===== config.mk =====
export PLATFORM = sky130hd
export DESIGN_NAME = memory_access_stage_flat
export DESIGN_NICKNAME = d
export VERILOG_FILES = /design/src/rtl/mips_mem_pkg.sv /design/src/rtl/memory_access_stage_if.sv /design/src/rtl/mem_lane_align.sv /design/src/rtl/memory_access_stage.sv /design/src/flat_wrapper.sv
export SDC_FILE = /design/constraint.sdc
export NUM_CORES = 1
export LEC_CHECK = 0
export ABC_CLOCK_PERIOD_IN_PS = 1810
export BUFFER_PORTS_ARGS = -buffer_cell sky130_fd_sc_hd__buf_2
export CORE_UTILIZATION = 48
export CTS_CLUSTER_SIZE = 25
export DETAILED_ROUTE_END_ITERATION = 10
export HOLD_SLACK_MARGIN = 0.12
export PLACE_DENSITY = 0.83
export SYNTH_ARGS = -nofsm -noshare
export SYNTH_HDL_FRONTEND = slang
export SYNTH_SLANG_ARGS = --single-unit

===== constraint.sdc =====
create_clock -name clk -period 1.81 [get_ports clk]
set_input_delay 0.2715 -clock clk [delete_from_list [all_inputs] [get_ports clk]]
set_output_delay 0.2715 -clock clk [all_outputs]
set_load 0.05 [all_outputs]

===== src/rtl/mips_mem_pkg.sv =====
`default_nettype none
// ============================================================================
// Module      : mips_mem_pkg
// Description : Shared codes for the MEM stage: access widths, FSM states and
//               byte-lane enable patterns.
// Revision    : 1.0
// ============================================================================
package mips_mem_pkg;

  localparam logic [1:0] WIDTH_BYTE = 2'b00;
  localparam logic [1:0] WIDTH_HALF = 2'b01;
  localparam logic [1:0] WIDTH_WORD = 2'b10;

  localparam logic [0:0] IDLE = 1'b0;
  localparam logic [0:0] BUSY = 1'b1;

  localparam logic [3:0] BE_NONE    = 4'b0000;
  localparam logic [3:0] BE_BYTE0   = 4'b0001;
  localparam logic [3:0] BE_HALF_LO = 4'b0011;
  localparam logic [3:0] BE_HALF_HI = 4'b1100;
  localparam logic [3:0] BE_WORD    = 4'b1111;

endpackage
`default_nettype wire


===== src/rtl/memory_access_stage_if.sv =====
`default_nettype none
// ============================================================================
// Module      : memory_access_stage_if
// Description : Request/acknowledge data-memory port between MEM stage and memory.
// Revision    : 1.0
// ============================================================================
interface memory_access_stage_if #(
  parameter int NB_DATA = 32
);
  logic               req;
  logic               we;
  logic [NB_DATA-1:0] addr;
  logic [3:0]         be;
  logic [NB_DATA-1:0] wdata;
  logic               ack;
  logic [NB_DATA-1:0] rdata;

  modport master (
    output req, we, addr, be, wdata,
    input  ack, rdata
  );

  modport slave (
    input  req, we, addr, be, wdata,
    output ack, rdata
  );
endinterface
`default_nettype wire


===== src/rtl/mem_lane_align.sv =====
`default_nettype none
// ============================================================================
// Module      : mem_lane_align
// Description : Combinational byte/half/word lane steering for stores and
//               lane selection plus sign/zero extension for loads.
// Revision    : 1.0
// ============================================================================
module mem_lane_align
  import mips_mem_pkg::*;
#(
  parameter int NB_DATA = 32
) (
  input  logic [1:0]         addr_lo,
  input  logic [1:0]         width,
  input  logic               sign,
  input  logic [NB_DATA-1:0] wdata,
  input  logic [NB_DATA-1:0] rdata,
  output logic [3:0]         be,
  output logic [NB_DATA-1:0] wdata_rep,
  output logic [NB_DATA-1:0] rdata_ext
);

  logic [7:0]  byte_sel;
  logic [15:0] half_sel;

  always_comb begin
    byte_sel  = rdata[8*addr_lo +: 8];
    half_sel  = addr_lo[1] ? rdata[NB_DATA-1:16] : rdata[15:0];
    be        = BE_WORD;
    wdata_rep = wdata;
    rdata_ext = rdata;
    case (width)
      WIDTH_BYTE: begin
        be        = BE_BYTE0 << addr_lo;
        wdata_rep = {4{wdata[7:0]}};
        rdata_ext = {{(NB_DATA-8){sign & byte_sel[7]}}, byte_sel};
      end
      WIDTH_HALF: begin
        // Half accesses only look at addr[1]; addr[0] is handled upstream.
        be        = addr_lo[1] ? BE_HALF_HI : BE_HALF_LO;
        wdata_rep = {2{wdata[15:0]}};
        rdata_ext = {{(NB_DATA-16){sign & half_sel[15]}}, half_sel};
      end
      default: ;
    endcase
  end

endmodule
`default_nettype wire


===== src/rtl/memory_access_stage.sv =====
`default_nettype none
// ============================================================================
// Module      : memory_access_stage
// Description : MIPS MEM stage: req/ack data-memory access, lane steering and
//               MEM/WB register. Optional macro MEM_MISALIGN_TRAP_EN adds
//               misaligned-access trapping with output o_misaligned.
// Revision    : 1.0
// ============================================================================
module memory_access_stage
  import mips_mem_pkg::*;
#(
  parameter int NB_DATA = 32,
  parameter int NB_REG  = 5
) (
  input  logic                 clk,
  input  logic                 i_rst_n,
  input  logic                 i_halt,
  input  logic                 i_mem2reg,
  input  logic                 i_memRead,
  input  logic                 i_memWrite,
  input  logic                 i_regWrite,
  input  logic [1:0]           i_width,
  input  logic                 i_sign_flag,
  input  logic [NB_REG-1:0]    i_write_reg,
  input  logic [NB_DATA-1:0]   i_result,
  input  logic [NB_DATA-1:0]   i_data4Mem,
  memory_access_stage_if.master dm,
  output logic                 o_stall,
`ifdef MEM_MISALIGN_TRAP_EN
  output logic                 o_misaligned,
`endif
  output logic                 o_mem2reg,
  output logic                 o_regWrite,
  output logic [NB_REG-1:0]    o_write_reg,
  output logic [NB_DATA-1:0]   o_alu_result,
  output logic [NB_DATA-1:0]   o_read_data
);

  logic [0:0]         state;
  logic [0:0]         state_nxt;
  logic               access;
  logic               misaligned;
  logic               idle_go;
  logic               start;
  logic               stall;
  logic               wb_load;
  logic [3:0]         lane_be;
  logic [NB_DATA-1:0] lane_wdata;
  logic [NB_DATA-1:0] lane_rdata;

  logic               req_q;
  logic               we_q;
  logic [NB_DATA-1:0] addr_q;
  logic [3:0]         be_q;
  logic [NB_DATA-1:0] wdata_q;

  assign access  = i_memRead | i_memWrite;
  assign idle_go = (state == IDLE) && !i_halt;
  assign start   = idle_go && access && !misaligned;

`ifdef MEM_MISALIGN_TRAP_EN
  logic misaligned_q;

  assign misaligned = access &&
                      (((i_width == WIDTH_HALF) && i_result[0]) ||
                       (i_width[1] && (i_result[1:0] != 2'b00)));
  assign o_misaligned = misaligned_q;

  always_ff @(posedge clk or negedge i_rst_n) begin
    if (!i_rst_n) misaligned_q <= 1'b0;
    else          misaligned_q <= idle_go && misaligned;
  end
`else
  assign misaligned = 1'b0;
`endif

  mem_lane_align #(
    .NB_DATA (NB_DATA)
  ) u_lane (
    .addr_lo   (i_result[1:0]),
    .width     (i_width),
    .sign      (i_sign_flag),
    .wdata     (i_data4Mem),
    .rdata     (dm.rdata),
    .be        (lane_be),
    .wdata_rep (lane_wdata),
    .rdata_ext (lane_rdata)
  );

  always_ff @(posedge clk or negedge i_rst_n) begin
    if (!i_rst_n) state <= IDLE;
    else          state <= state_nxt;
  end

  always_comb begin
    state_nxt = state;
    case (state)
      IDLE:    if (start)  state_nxt = BUSY;
      BUSY:    if (dm.ack) state_nxt = IDLE;
      default: state_nxt = IDLE;
    endcase
  end

  always_comb begin
    stall   = 1'b0;
    wb_load = 1'b0;
    case (state)
      IDLE: begin
        stall   = start;
        wb_load = idle_go && !start;
      end
      BUSY: begin
        stall   = !dm.ack;
        wb_load = dm.ack;
      end
      default: ;
    endcase
  end

  assign o_stall = stall;

  // Bus fields are captured once at launch and held until the ack.
  always_ff @(posedge clk or negedge i_rst_n) begin
    if (!i_rst_n) begin
      req_q   <= 1'b0;
      we_q    <= 1'b0;
      addr_q  <= '0;
      be_q    <= BE_NONE;
      wdata_q <= '0;
    end else if (start) begin
      req_q   <= 1'b1;
      we_q    <= i_memWrite;
      addr_q  <= {i_result[NB_DATA-1:2], 2'b00};
      be_q    <= i_memWrite ? lane_be : BE_NONE;
      wdata_q <= lane_wdata;
    end else if ((state == BUSY) && dm.ack) begin
      req_q   <= 1'b0;
    end
  end

  assign dm.req   = req_q;
  assign dm.we    = we_q;
  assign dm.addr  = addr_q;
  assign dm.be    = be_q;
  assign dm.wdata = wdata_q;

  always_ff @(posedge clk or negedge i_rst_n) begin
    if (!i_rst_n) begin
      o_mem2reg    <= 1'b0;
      o_regWrite   <= 1'b0;
      o_write_reg  <= '0;
      o_alu_result <= '0;
      o_read_data  <= '0;
    end else if (wb_load) begin
      o_mem2reg    <= i_mem2reg;
      o_regWrite   <= i_regWrite && !misaligned;
      o_write_reg  <= i_write_reg;
      o_alu_result <= i_result;
      o_read_data  <= ((state == BUSY) && !we_q) ? lane_rdata : '0;
    end
  end

endmodule
`default_nettype wire


===== src/flat_wrapper.sv =====
// flat-port wrapper written by rule: the top's interface ports become plain ports
module memory_access_stage_flat import mips_mem_pkg::*;
#(
  parameter int NB_DATA = 32,
  parameter int NB_REG  = 5
)
  (clk, i_rst_n, i_halt, i_mem2reg, i_memRead, i_memWrite, i_regWrite, i_width, i_sign_flag, i_write_reg, i_result, i_data4Mem, o_stall, o_mem2reg, o_regWrite, o_write_reg, o_alu_result, o_read_data, dm_req, dm_we, dm_addr, dm_be, dm_wdata, dm_ack, dm_rdata);
  memory_access_stage_if #(.NB_DATA(NB_DATA)) dm_i ();
  input  logic clk;
  input  logic i_rst_n;
  input  logic i_halt;
  input  logic i_mem2reg;
  input  logic i_memRead;
  input  logic i_memWrite;
  input  logic i_regWrite;
  input  logic [1:0] i_width;
  input  logic i_sign_flag;
  input  logic [NB_REG-1:0] i_write_reg;
  input  logic [NB_DATA-1:0] i_result;
  input  logic [NB_DATA-1:0] i_data4Mem;
  output logic o_stall;
  output logic o_mem2reg;
  output logic o_regWrite;
  output logic [NB_REG-1:0] o_write_reg;
  output logic [NB_DATA-1:0] o_alu_result;
  output logic [NB_DATA-1:0] o_read_data;
  output wire logic [$bits(dm_i.req)-1:0] dm_req;
  output wire logic [$bits(dm_i.we)-1:0] dm_we;
  output wire logic [$bits(dm_i.addr)-1:0] dm_addr;
  output wire logic [$bits(dm_i.be)-1:0] dm_be;
  output wire logic [$bits(dm_i.wdata)-1:0] dm_wdata;
  input wire logic [$bits(dm_i.ack)-1:0] dm_ack;
  input wire logic [$bits(dm_i.rdata)-1:0] dm_rdata;
  assign dm_req = dm_i.req;
  assign dm_we = dm_i.we;
  assign dm_addr = dm_i.addr;
  assign dm_be = dm_i.be;
  assign dm_wdata = dm_i.wdata;
  assign dm_i.ack = dm_ack;
  assign dm_i.rdata = dm_rdata;
  memory_access_stage #(.NB_DATA(NB_DATA), .NB_REG(NB_REG)) u_core (.clk(clk), .i_rst_n(i_rst_n), .i_halt(i_halt), .i_mem2reg(i_mem2reg), .i_memRead(i_memRead), .i_memWrite(i_memWrite), .i_regWrite(i_regWrite), .i_width(i_width), .i_sign_flag(i_sign_flag), .i_write_reg(i_write_reg), .i_result(i_result), .i_data4Mem(i_data4Mem), .dm(dm_i), .o_stall(o_stall), .o_mem2reg(o_mem2reg), .o_regWrite(o_regWrite), .o_write_reg(o_write_reg), .o_alu_result(o_alu_result), .o_read_data(o_read_data));
endmodule

==> flow_metrics.env <==
export IMPL_outcome="finished clean"
export IMPL_dpl_cell_area_sq_um=7470
export IMPL_synth_fa_ha_area_share_pct=0
export IMPL_coreArea_sq_um=12000
export IMPL_via_per_inst=5.38
export IMPL_dp_slack_ps=-15.9
export IMPL_dpl_hpwl_mm=11.9
export IMPL_die_x_microns=113
export IMPL_yosysSeqAreaShare_pct=59.1
export IMPL_grt_overflow=0
export IMPL_slew_headroom_pct=34.1
export IMPL_drc=0
export IMPL_drive_gt1_share_pct=36.2
export IMPL_cts_sinks=140
export IMPL_ir_drop_mv=1.20
export IMPL_use_met1_pct=32.1
export IMPL_p_total_uw=12400
export IMPL_cts_buffers=17
export IMPL_rr_endpoint="u_core.o_regWrite"
export IMPL_grt_pass1_wl_mm=28.4
export IMPL_use_met3_pct=8.89
export IMPL_path_delay_family="flip-flops"
export IMPL_initial_core_util_pct=49.3
export IMPL_synth_mux_area_share_pct=13.5
export IMPL_arrival_ps=1440
export IMPL_synth_seq_cells=140
export IMPL_power_density_nw_per_um2=1440
export IMPL_reg2reg_slack_ps=170
export IMPL_post_route_period_util_pct=94.4
export IMPL_layout_common_cells="249 x buf_2, 164 x nand2_1, 140 x dfrtp_1"
export IMPL_fmax_ghz=0.585
export IMPL_area_growth_pct=46.1
export IMPL_final_common_cell="buf_2"
export IMPL_finalMaxSlewViolations=0
export IMPL_tns_ps=0
export IMPL_critical_path_cell_chain="buf_4 > nor2_4 > o21ai_4 > o21ai_2 > buf_6"
export IMPL_drv_cap=0
export IMPL_htree_levels=4
export IMPL_ios=254
export IMPL_async_reset_ff_share_pct=100
export IMPL_synth_xor_area_share_pct=0
export IMPL_setup_viol=0
export IMPL_min_delay_path_class="in2reg"
export IMPL_rsz0062_at_grt="no"
export IMPL_grt_max_degree=48
export IMPL_synth_distinct_cells=39
export IMPL_start_kind="flop"
export IMPL_leakage_uw=0.00452
export IMPL_syn_area_sq_um=5930
export IMPL_criticalPathCategory="reg2out"
export IMPL_critPathSlowestCell="dfrtp_1"
export IMPL_postLayoutSetupSlackWorst_ps=101
export IMPL_worst_pin_slew_ps=986
export IMPL_track_usage_pct=29.0
export IMPL_routabilityCongestion=0.835
export IMPL_min_path_cells=3
export IMPL_crit_path_max_fanout=4
export IMPL_fp_row_count=40
export IMPL_portBuffers=251
export IMPL_hold_viol=0
export IMPL_slowest_delay_ps=370
export IMPL_grt_pass1_vias=5664
export IMPL_drt_initial_drc_count=394
export IMPL_dr_pass1_iters=5
export IMPL_clkTransAtPathRegs_ps=60
export IMPL_final_nets=974
export IMPL_min_period_ps=1710
export IMPL_synth_area_per_cell_sq_um=10.9
export IMPL_die_area_sq_um=12800
export IMPL_routed_wl_mm=17.9
export IMPL_clockBufferDepth=2
export IMPL_synthSimpleGateAreaFrac_pct=13.5
export IMPL_cts_tree="done"
export IMPL_wl_per_cell_microns=17.5
export IMPL_clock_skew_ps=7.33
export IMPL_synth_compound_area_share_pct=10.9
export IMPL_synth_cells=546
export IMPL_clock_latency_ps=410
export IMPL_hold_end="u_core.dm.wdata[21]"
export IMPL_top_usage_layer="met2"
export IMPL_critPathBufInv=2
export IMPL_rr_worst_depth=6
export IMPL_hp_start="i_data4Mem[21]"
export IMPL_antenna_found_initial=1
export IMPL_root_buffer="clkbuf_16"
export IMPL_dieHeight_microns=113
export IMPL_r2r_start="u_core.state"
export IMPL_fin_area_sq_um=8660
export IMPL_synth_top_family_by_area="multiplexers"
export IMPL_synth_main_ff_cell="dfrtp_1"
export IMPL_synth_warnings=0
export IMPL_cp_data_required_time_ps=1540
export IMPL_use_met2_pct=50.9
export IMPL_vias=5494
export IMPL_synth_edf_count=0
export IMPL_endpoint_kind="output port"
export IMPL_ant_nets=0
## kinds of logic after synthesis
kind of cell    Yosys count
other cells               1
buf+inv                  39
mux                      73
compound gates           94
simple gates            199
flops                   140
## worst max-delay path by stage
| stage | from | cells after the start | slack [ps] | to |
|---|---|---|---|---|
| 2_1_floorplan | u_core.dm.we | 5 | 110 | u_core.o_read_data[21] |
| 3_3_place_gp | i_result[0] | 5 | 40 | u_core.o_read_data[17] |
| 3_5_place_dp | i_result[0] | 5 | -20 | u_core.o_read_data[19] |
| 4_1_cts | u_core.state | 5 | 10 | o_stall |
| 5_1_grt | u_core.state | 5 | 30 | o_stall |
| 6_report | u_core.state | 5 | 100 | o_stall |
## synth_stat cells (2+ instances only)
cell	instances	area (sq um)
a221oi_1	15	131
clkbuf_1	23	86.3
o21ai_0	5	25.0
buf_2	6	30.0
mux2_1	36	405
mux2i_1	31	310
nor2b_1	3	18.8
o21ai_1	39	195
buf_1	4	15.0
a32o_1	3	30.0
mux2_4	2	30.0
mux2_2	3	33.8
o21bai_1	2	15.0
a221o_1	16	160
nand2_1	164	616
nor2_1	20	75.1
nor3b_1	2	15.0
a21oi_1	8	40.0
nor3_1	3	15.0
dfrtp_1	140	3500
buf_4	3	22.5
## cell type report
| cell class | instances | area (sq um) |
|---|---|---|
| sequential | 140 | 3500 |
| fill | 852 | 3350 |
| multi-input combinational | 368 | 2290 |
| timing repair buffer | 333 | 2120 |
| clock buffer | 24 | 482 |
| tap | 147 | 184 |
| clock inverter | 7 | 65.1 |
| inverter | 2 | 7.51 |
| antenna | 1 | 2.50 |
## routing by layer
metal | up-vias | wire (microns)
met5 | - | 0
met3 | 46 | 1250
li1 | 2518 | -
met1 | 2663 | 6950
met2 | 267 | 9160
met4 | 0 | 554
## metrics by stage
stage	std cells	hold WS (ps)	utilization (%)
4_1_cts	1018	122	71.8
5_1_grt	1021	127	72.1
3_3_place_gp	928	243	62.2
2_1_floorplan	547	-24.1	-
6_report	1022	133	72.1
3_5_place_dp	928	246	62.2
## power by group
group | switching [uW] | total (uW) | internal (uW)
registers | 402 | 4260 | 3860
logic | 3740 | 4960 | 1220
clock network | 1250 | 3230 | 1980
## tightest hold or removal path, delay by kind of cell
kind | cells | cell delay, ps
AO/OA/AOI/OAI | 1 | 110
buffers and inverters | 1 | 70
multiplexers | 1 | 60
## what timing repair did
action,4_1_cts,5_1_grt
setup endpoints to repair,1,3
pin swaps,0,2
hold buffers,59,0
endpoints found under the hold margin,131,0
gates resized for setup,4,0
setup buffers,0,3
No activity file was read; power rests on OpenSTA's default activity.
